**config.mk**
```make
export PLATFORM = sky130hd
export DESIGN_NAME = cardinal_nic_fifo
export DESIGN_NICKNAME = d
export VERILOG_FILES = /design/src/rtl/cardinal_nic_fifo.sv
export SDC_FILE = /design/constraint.sdc
export NUM_CORES = 1
export LEC_CHECK = 0
export ABC_AREA = 1
export CAP_MARGIN = 15
export CELL_PAD_IN_SITES_DETAIL_PLACEMENT = 2
export CELL_PAD_IN_SITES_GLOBAL_PLACEMENT = 2
export CORE_UTILIZATION = 38
export CTS_CLUSTER_SIZE = 20
export DETAILED_ROUTE_END_ITERATION = 6
export GPL_ROUTABILITY_DRIVEN = 0
export PLACE_DENSITY_LB_ADDON = 0.3
export REMOVE_ABC_BUFFERS = 1
export SLEW_MARGIN = 20
export SYNTH_ARGS = -nofsm -noshare
export SYNTH_HDL_FRONTEND = slang
export SYNTH_SLANG_ARGS = --single-unit
```
**constraint.sdc**
```tcl
create_clock -name clk -period 8.7 [get_ports clk]
set_input_delay 0.87 -clock clk [delete_from_list [all_inputs] [get_ports clk]]
set_output_delay 0.87 -clock clk [all_outputs]
set_load 0.02 [all_outputs]
```
**src/rtl/cardinal_nic_fifo.sv**
```systemverilog
// cardinal_nic_fifo: processor/ring NIC with IN and OUT FIFOs, VC-phase gated injection and sticky error flags
module cardinal_nic_fifo #(
  parameter int DATA_W = 64,
  parameter int IN_DEPTH = 4,
  parameter int OUT_DEPTH = 4,
  parameter int VC_BIT = 63
) (
  input  logic              clk,
  input  logic              reset,
  input  logic [1:0]        addr,
  input  logic [DATA_W-1:0] d_in,
  output logic [DATA_W-1:0] d_out,
  input  logic              nicEn,
  input  logic              nicEnWr,
  input  logic              net_si,
  output logic              net_ri,
  input  logic [DATA_W-1:0] net_di,
  output logic              net_so,
  input  logic              net_ro,
  output logic [DATA_W-1:0] net_do,
  input  logic              net_polarity
);
  localparam int IAW = $clog2(IN_DEPTH);
  localparam int OAW = $clog2(OUT_DEPTH);
  logic [DATA_W-1:0] in_mem [IN_DEPTH];
  logic [DATA_W-1:0] out_mem [OUT_DEPTH];
  logic [IAW-1:0] in_rd, in_wr;
  logic [OAW-1:0] out_rd, out_wr;
  logic [IAW:0] in_cnt;
  logic [OAW:0] out_cnt;
  logic err_in, err_out, ld, st, in_empty, out_empty, out_full;
  logic in_push, in_pop, out_push;
  logic [DATA_W-1:0] in_head, out_head, in_stat, out_stat;
  always_comb begin
    ld = nicEn && !nicEnWr;
    st = nicEn && nicEnWr;
    in_empty = in_cnt == '0;
    out_empty = out_cnt == '0;
    out_full = out_cnt == (OAW+1)'(OUT_DEPTH);
    net_ri = in_cnt != (IAW+1)'(IN_DEPTH);
    in_head = in_empty ? '0 : in_mem[in_rd];
    out_head = out_empty ? '0 : out_mem[out_rd];
    in_push = net_si && net_ri;
    in_pop = ld && addr == 2'b00 && !in_empty;
    // fullness is judged before any same-cycle send
    out_push = st && addr == 2'b10 && !out_full;
    net_so = !out_empty && net_ro && net_polarity == out_head[VC_BIT];
    net_do = out_head;
    in_stat = DATA_W'({8'(in_cnt), 6'b0, err_in, !in_empty});
    out_stat = DATA_W'({8'(out_cnt), 6'b0, err_out, out_full});
    d_out = !ld ? '0 : addr == 2'b00 ? in_head : addr == 2'b01 ? in_stat : addr == 2'b11 ? out_stat : '0;
  end
  always_ff @(posedge clk) begin
    if (reset) begin
      in_rd <= '0;
      in_wr <= '0;
      in_cnt <= '0;
      out_rd <= '0;
      out_wr <= '0;
      out_cnt <= '0;
      err_in <= 1'b0;
      err_out <= 1'b0;
    end else begin
      in_rd <= in_rd + IAW'(in_pop);
      in_wr <= in_wr + IAW'(in_push);
      in_cnt <= in_cnt + (IAW+1)'(in_push) - (IAW+1)'(in_pop);
      out_rd <= out_rd + OAW'(net_so);
      out_wr <= out_wr + OAW'(out_push);
      out_cnt <= out_cnt + (OAW+1)'(out_push) - (OAW+1)'(net_so);
      // a set in the same cycle as a status-read clear wins
      err_in <= (ld && addr == 2'b00 && in_empty) || (err_in && !(ld && addr == 2'b01));
      err_out <= (st && addr == 2'b10 && out_full) || (err_out && !(ld && addr == 2'b11));
    end
  end
  always_ff @(posedge clk) begin
    if (in_push) in_mem[in_wr] <= net_di;
    if (out_push) out_mem[out_wr] <= d_in;
  end
endmodule

```
==> results.yml, run 1 <==
clock_tree:
  clk_latency_ps: 620
  clkTransAtPathRegs_ps: 60
  cts_max_path_buffers: 3
  ctsResizeCount: 0
  ctsRootBufferMaster: "clkbuf_16"
  cts.sinks: 528
  cts_setup_buffers: 0
  cts_tree: "built"
  htreeDepth: 2
  cts_buffers: 57
  hold_buffers: 0
yosys:
  avgSynthCellArea_um2: 12.6
  synthSimpleGateAreaFrac: 0.108
  syn_inst: 1638
  synth_compound_area_frac: 0.0950
  syn-cell-area_mm2: 0.0206
  synth_xor_area_frac: 0.00255
  yosysWarnings: 0
  synthDistinctLibCells: 28
  ys_ff_latch: 528
  synthAdderAreaFrac: 0.00558
  synthMuxAreaShare: 0
  ys_seq_area_frac: 0.760
  synth_top_family_by_area: "simple AND/OR/NAND/NOR gates"
sta:
  fin_setup_tns_ps: 0
  rsz0062_at_grt: "false"
  setup_viol: 0
  final_max_slew_viol_count: 0
  fin_crit_sh: 0.544
  hold_violations: 0
  timing.slew.headroom: 0.302
  fin_ws_ps: 3970
  fmax_mhz: 211
  finClkSkew_ps: 19.0
  fin_crit_ps: 4730
  whs_ps: 489
  worst_pin_slew_ps: 1050
flow_run:
  max-cap-violations: 0
cells_and_area:
  area_growth_pct: 25.0
  final_common_cell: "edfxtp_1"
  fin_util: 0.480
  num-fill-cells: 5253
  postLayoutCellArea_mm2: 0.0258
  drive_gt1_frac: 0.0682
  mostFrequentLayoutCells: "512 x edfxtp_1, 509 x nor2_1, 266 x clkdlybuf4s50_1"
  nNetsFinal: 2035
drt:
  drc_errors: 0
  drt-vias-per-instance: 5.27
  num_vias: 13900
  drtIter0Drc: 690
  wirelength_um: 61200
  final_antenna_net_count: 0
  avgRoutedWirePerCell_um: 23.2
  detailedRoute.firstPassIterationCount: 4
global_routing:
  grt_pass1_wl_um: 93300
  grt_pass1_vias: 15500
  grt_start_max_net_pins: 101
  track_usage: 0.222
  grt-ovfl-total: 0
  antenna_found_initial: 11
pwr:
  power_leakage_nw: 8.66
  peakVddDrop_mv: 0.229
  p_per_area_mw_per_mm2: 256
die:
  dieArea_mm2: 0.0553
  die-width_um: 235
  io_pins: 267
  dieHeight_um: 235
  num_rows: 85
  start_util: 0.384
  design.core.area_mm2: 0.0537
min_path:
  hold_path.class: "reg -> reg"
  hold_depth: 2
  min-delay-start: "err_out"
  hold_end: "err_out"
worst_setup_path:
  r2r_slack_ps: 5310
  path_class: "reg -> out"
  startpoint_type: "flop"
  cp_max_fo: 69
  critPathCaptureType: "output port"
  reg2reg_depth: 14
  critPathRequiredTime_ps: 7830
  reg2reg_from: "out_rd[0]"
  cp.arrival_ps: 3860
  rr_endpoint: "out_cnt[2]"
placement:
  pre_cts_ws_ps: 4530
  dpl_cell_area_mm2: 0.0239
  dp_hpwl_um: 36200
  io_buffers: 266
outcome:
  status: "finished, final reports clean"
[report_power, final]
part | switching [W] | internal [W]
logic | 0.000767 | 0.000403
registers | 0.0000685 | 0.00299
clock network | 0.00100 | 0.00138
[flip-flops by register name (all words and copies together), names as in the netlist]
register,cells
in_mem,256
in_cnt,3
err_in,1
in_wr,2
in_rd,2
out_wr,2
out_rd,2
out_cnt,3
err_out,1
out_mem,256
[how the worst max path moves through the flow]
stage                     startpoint            end  slack (ps)  cells after the start
after global placement         nicEn       d_out[7]        4710                      9
after floorplan              addr[0]  out_mem[0][0]        2400                      5
final                      out_rd[0]      net_do[2]        3970                      5
after detailed placement       nicEn      d_out[52]        4530                      9
after global routing       out_rd[0]      net_do[2]        3710                      5
after CTS                  out_rd[0]      net_do[2]        3840                      5
[layer usage]
metal / vias up / GRT usage / wire [um] / part of all wire
met2: 285 / 0.394 / 31500 / 0.51
met3: 103 / 0.0437 / 2800 / 0.046
met1: 7147 / 0.273 / 25400 / 0.41
met5: - / 0 / 92 / 0.0015
met4: 14 / 0.0672 / 1440 / 0.023
li1: 6328 / - / - / -
[cell usage after synthesis]
master | count | area [um^2]
a21boi_0 | 1 | 7.51
a21oi_1 | 128 | 641
a22oi_1 | 1 | 7.51
buf_1 | 28 | 105
buf_2 | 35 | 175
buf_6 | 7 | 78.8
clkbuf_1 | 26 | 97.6
dfxtp_1 | 16 | 320
edfxtp_1 | 512 | 15400
fa_1 | 2 | 40.0
ha_1 | 6 | 75.1
inv_1 | 33 | 124
inv_2 | 4 | 15.0
nand2_1 | 34 | 128
nand2_2 | 1 | 6.26
nand3_1 | 17 | 85.1
nand4_1 | 4 | 25.0
nor2_1 | 509 | 1910
nor2_4 | 1 | 11.3
nor3_1 | 9 | 45.0
nor3_2 | 1 | 10.0
o2111ai_1 | 1 | 8.76
o211ai_1 | 1 | 7.51
o21ai_0 | 250 | 1250
o221ai_1 | 2 | 17.5
o22ai_1 | 2 | 12.5
o31ai_1 | 1 | 7.51
xnor2_1 | 6 | 52.6
[final cells by class]
type | instances | area, um^2 | area share
diodes | 3 | 7.51 | 0.000291
clock buffers | 67 | 1540 | 0.0595
clock inverters | 38 | 308 | 0.0119
inverters | 37 | 141 | 0.00548
multi-input cells | 977 | 4390 | 0.170
flip-flops and latches | 528 | 15700 | 0.609
well taps | 696 | 871 | 0.0338
repair buffers | 289 | 2840 | 0.110
[stage by stage]
step                std cells  power (W)
CTS                      2632    0.00670
global route             2635    0.00686
global placement         2527    0.00424
floorplan                1542    0.00368
detailed placement       2527    0.00429
finish                   2635    0.00661
[cell families (layout without fill, tap and decap cells)]
| family | count (synthesis) | count (layout) |
|---|---|---|
| simple gates | 576 | 576 |
| flops | 528 | 528 |
| compound gates | 387 | 387 |
| buf+inv | 133 | 431 |
| fa+ha+maj | 8 | 8 |
| xor+xnor | 6 | 6 |
| other cells | 0 | 3 |
[worst max-delay path, cell delays in order, from the launching register on]
cell and delay, ps:
dfxtp_4 660, clkinv_2 760, buf_4 600, o21ai_0 350, a21oi_1 130, clkdlybuf4s50_1 610
Power figures use the tool's default switching activity.
==> run 2, diff against run 1 <==
Settings changed: CORE_UTILIZATION 38 to 34.
Clock period 8.7 ns to 4.07 ns, I/O delays scaled along.
==> results.yml, run 2 (synthesis gave the netlist of run 1 again) <==
drt:
  wirelength_um: 60100
  num_vias: 13700
  drc_errors: 0
  drtIter0Drc: 558
  avgRoutedWirePerCell_um: 22.1
  detailedRoute.firstPassIterationCount: 4
  drt-vias-per-instance: 5.05
  final_antenna_net_count: 0
flow_run:
  max-cap-violations: 0
sta:
  fin_setup_tns_ps: 0
  finClkSkew_ps: 15.7
  rsz0062_at_grt: "false"
  fin_crit_sh: 0.838
  final_max_slew_viol_count: 0
  worst_pin_slew_ps: 930
  fin_ws_ps: 659
  whs_ps: 437
  hold_violations: 0
  fmax_mhz: 293
  setup_viol: 0
  timing.slew.headroom: 0.380
  fin_crit_ps: 3410
worst_setup_path:
  reg2reg_from: "out_rd[1]"
  cp_max_fo: 65
  path_class: "reg -> out"
  cp_cell_sequence: "buf_4 -> nand3_1 -> nand2_1 -> nand2_1 -> nand2_1 -> nand2_1 -> inv_2 -> clkdlybuf4s50_1"
  critPathCaptureType: "output port"
  crit_family: "buffers and inverters"
  cpMostUsedCell: "nand2_1"
  startpoint_type: "flop"
  critPathRequiredTime_ps: 3660
  cp.arrival_ps: 3000
  cp_slowest_stage_delay_ps: 700
  path_buf_inv: 3
  crit_slowest_cell: "buf_4"
  crit_start: "out_rd[1]"
min_path:
  min-delay-start: "net_di[31]"
  hold_path.class: "in -> reg"
global_routing:
  grt_start_max_net_pins: 131
  grt-ovfl-total: 0
  grt_pass1_wl_um: 90500
  track_usage: 0.194
  grt_pass1_vias: 15400
  antenna_found_initial: 10
clock_tree:
  cts_buffers: 58
  clk_latency_ps: 600
  cts.sinks: 528
  cts_max_path_buffers: 3
  ctsResizeCount: 0
  cts_setup_buffers: 0
  cts_tree: "built"
  clkTransAtPathRegs_ps: 60
  htreeDepth: 2
  hold_buffers: 0
  ctsRootBufferMaster: "clkbuf_16"
pwr:
  power_leakage_nw: 8.74
  fin_total_pwr_w: 0.0144
  peakVddDrop_mv: 0.334
  p_per_area_mw_per_mm2: 552
cells_and_area:
  top_regs: "in_mem (256), out_mem (256)"
  num-fill-cells: 5953
  fin_util: 0.440
  mostFrequentLayoutCells: "512 x edfxtp_1, 509 x nor2_1, 266 x clkdlybuf4s50_1"
  area_growth_pct: 26.8
  nNetsFinal: 2034
  drive_gt1_frac: 0.0640
  final_common_cell: "edfxtp_1"
placement:
  io_buffers: 266
  pre_cts_ws_ps: 949
  dp_hpwl_um: 35400
die:
  io_pins: 267
  dieHeight_um: 248
  die-width_um: 248
  design.core.area_mm2: 0.0595
  start_util: 0.347
  num_rows: 89
  dieArea_mm2: 0.0617
outcome:
  status: "finished, final reports clean"
-- run 2: cell count changes in the layout (fill, tap and decap cells not counted), moves of 2 or more --
cell	change
buf_4	-16
clkinv_1	+3
bufinv_16	+5
clkbuf_1	+7
clkbuf_8	-5
buf_12	+15
clkinv_2	-7
clkinvlp_4	-2
-- run 2: report_power, final --
group	total, W	internal (W)	switching, W
combinational	0.00258	0.000908	0.00167
sequential	0.00650	0.00638	0.000120
clock	0.00536	0.00322	0.00215
-- run 2: metrics by stage --
step                instances  area [um^2]
floorplan                1542        20200
global placement         2602        24200
detailed placement       2602        24200
CTS                      2711        26200
global route             2714        26200
finish                   2715        26200
-- run 2: final timing paths --
check                                endpoint  slack, ps  cells past startpoint
worst max register to register     out_cnt[2]       1240                     12
worst max-delay path                   net_so        660                      8
worst min-delay path            in_mem[3][31]        440                      1
worst min register to register        err_out        480                      2
-- run 2: layer usage --
metal / track usage / share of wire / vias to the layer above
met5: 0 / 0.00085 / -
met4: 0.0556 / 0.021 / 8
met3: 0.0390 / 0.049 / 86
met2: 0.349 / 0.51 / 281
met1: 0.235 / 0.42 / 7005
li1: - / - / 6321
-- run 2: area by class of cell --
class | count | area (um^2) | share of cell area
antenna | 4 | 10.0 | 0.000382
clock buffer | 70 | 1520 | 0.0580
clock inverter | 39 | 429 | 0.0164
inverter | 37 | 140 | 0.00535
multi-input combinational | 977 | 4390 | 0.168
sequential | 528 | 15700 | 0.600
tap | 773 | 967 | 0.0370
timing repair buffer | 287 | 3010 | 0.115
==> run 3, diff against run 2 <==
Settings changed: CORE_UTILIZATION 34 to 38.
Clock period 4.07 ns to 3.46 ns, I/O delays scaled along.
==> results.yml, run 3 (synthesis gave the netlist of run 1 again) <==
cells_and_area:
  final_common_cell: "edfxtp_1"
  nNetsFinal: 2039
  multi_input_area_mm2: 0.00440
  drive_gt1_frac: 0.0696
  instances_no_fill: 2636
  mostFrequentLayoutCells: "512 x edfxtp_1, 509 x nor2_1, 265 x clkdlybuf4s50_1"
  final-seq-area_mm2: 0.0157
  top_regs: "in_mem (256), out_mem (256)"
  area_growth_pct: 26.4
  num-fill-cells: 5178
pwr:
  p_per_area_mw_per_mm2: 649
  peakVddDrop_mv: 0.488
  power_leakage_nw: 8.77
worst_setup_path:
  rr_endpoint: "out_cnt[2]"
  critPathCaptureType: "output port"
  cp.arrival_ps: 2920
  path_class: "reg -> out"
  cp_cell_sequence: "inv_1 -> nand3_1 -> inv_1 -> nor3_2 -> nand2_2 -> buf_6 -> a21oi_1 -> clkdlybuf4s50_1"
  cp_max_fo: 57
  critPathRequiredTime_ps: 3110
  cp_slowest_stage_delay_ps: 630
  reg2reg_from: "out_rd[0]"
  startpoint_type: "flop"
  crit_slowest_cell: "clkdlybuf4s50_1"
  reg2reg_depth: 13
  r2r_slack_ps: 950
  cpMostUsedCell: "inv_1"
drt:
  detailedRoute.firstPassIterationCount: 5
  drc_errors: 0
  drt-vias-per-instance: 5.29
  drtIter0Drc: 789
  final_antenna_net_count: 0
  wirelength_um: 62800
  avgRoutedWirePerCell_um: 23.8
  num_vias: 14000
sta:
  fin_crit_sh: 0.944
  timing.slew.headroom: 0.537
  fin_crit_ps: 3260
  rsz0062_at_grt: "false"
  final_max_slew_viol_count: 0
  worst_pin_slew_ps: 693
  setup_viol: 0
  finClkSkew_ps: 22.5
  fmax_mhz: 306
  hold_violations: 0
  whs_ps: 368
die:
  dieHeight_um: 235
  dieArea_mm2: 0.0553
  io_pins: 267
  design.core.area_mm2: 0.0537
  num_rows: 85
  start_util: 0.384
  die-width_um: 235
clock_tree:
  clkTransAtPathRegs_ps: 60
  cts_buffers: 56
  clk_latency_ps: 610
  ctsRootBufferMaster: "clkbuf_16"
  cts_tree: "built"
  htreeDepth: 2
  hold_buffers: 0
  cts.sinks: 528
  cts_max_path_buffers: 3
global_routing:
  use_met1: 0.270
  antenna_found_initial: 10
  top_usage_layer: "met2"
  grt_util_met2: 0.410
  grt-ovfl-total: 0
  grt_pass1_wl_um: 95100
  track_usage: 0.226
  grt_use_met3: 0.0478
  grt_pass1_vias: 15700
  grt_start_max_net_pins: 131
flow_run:
  max-cap-violations: 0
min_path:
  hold_end: "out_mem[2][63]"
  min-delay-start: "d_in[63]"
  hold_path.class: "in -> reg"
  hold_depth: 1
placement:
  placed_cells: 2531
  io_buffers: 266
  dp_hpwl_um: 37200
outcome:
  status: "finished, final reports clean"
run 3: power by group:
part / leakage (nW) / internal (W) / switching, W
clock: 0.932 / 0.00370 / 0.00247
combinational: 3.05 / 0.00109 / 0.00199
sequential: 4.79 / 0.00751 / 0.000160
total: 8.77 / 0.0123 / 0.00462
run 3: worst max-delay path by stage:
stage,from,to,cells past startpoint
floorplan,addr[0],out_mem[0][0],5
global placement,nicEn,d_out[57],9
detailed placement,nicEn,d_out[39],9
CTS,out_rd[1],net_do[21],6
global route,in_cnt[1],d_out[46],8
finish,in_cnt[1],d_out[39],8
run 3: worst max-delay path, delay by kind of cell (launching register included):
kind / cells / cell delay, ps
AND/OR/NAND/NOR: 3 / 500
AO/OA/AOI/OAI: 1 / 250
buffers and inverters: 4 / 1050
flip-flops: 1 / 420
run 3: cell type report:
class / instances / area share
Clock buffer: 73 / 0.0589
Inverter: 37 / 0.00552
Timing Repair Buffer: 294 / 0.118
Antenna cell: 1 / 0.0000959
Clock inverter: 30 / 0.0130
Tap cell: 696 / 0.0334
Multi-Input combinational cell: 977 / 0.169
Sequential cell: 528 / 0.602
run 3: repair_timing:
action,in CTS,in global routing
gates resized for setup,3,4
buffers inserted,0,1
setup endpoints to repair,5,62
endpoints found under the hold margin,0,0
run 3: through the flow:
stage / utilization / power, W / cell area [um^2] / setup TNS [ps] / setup slack [ps]
after floorplan: - / 0.00937 / 20200 / -1342180 / -2320
after global placement: 0.450 / 0.0107 / 24200 / 0 / 522
after detailed placement: 0.450 / 0.0109 / 24200 / 0 / 329
after CTS: 0.485 / 0.0171 / 26000 / 0 / 0.808
after global routing: 0.486 / 0.0175 / 26100 / 0 / 10.9
final: 0.486 / 0.0169 / 26100 / 0 / 195
run 3: layer usage:
layer	vias up	wire (um)
met5	-	103
met4	16	1180
met3	87	3340
met2	318	32900
met1	7214	25200
li1	6319	-
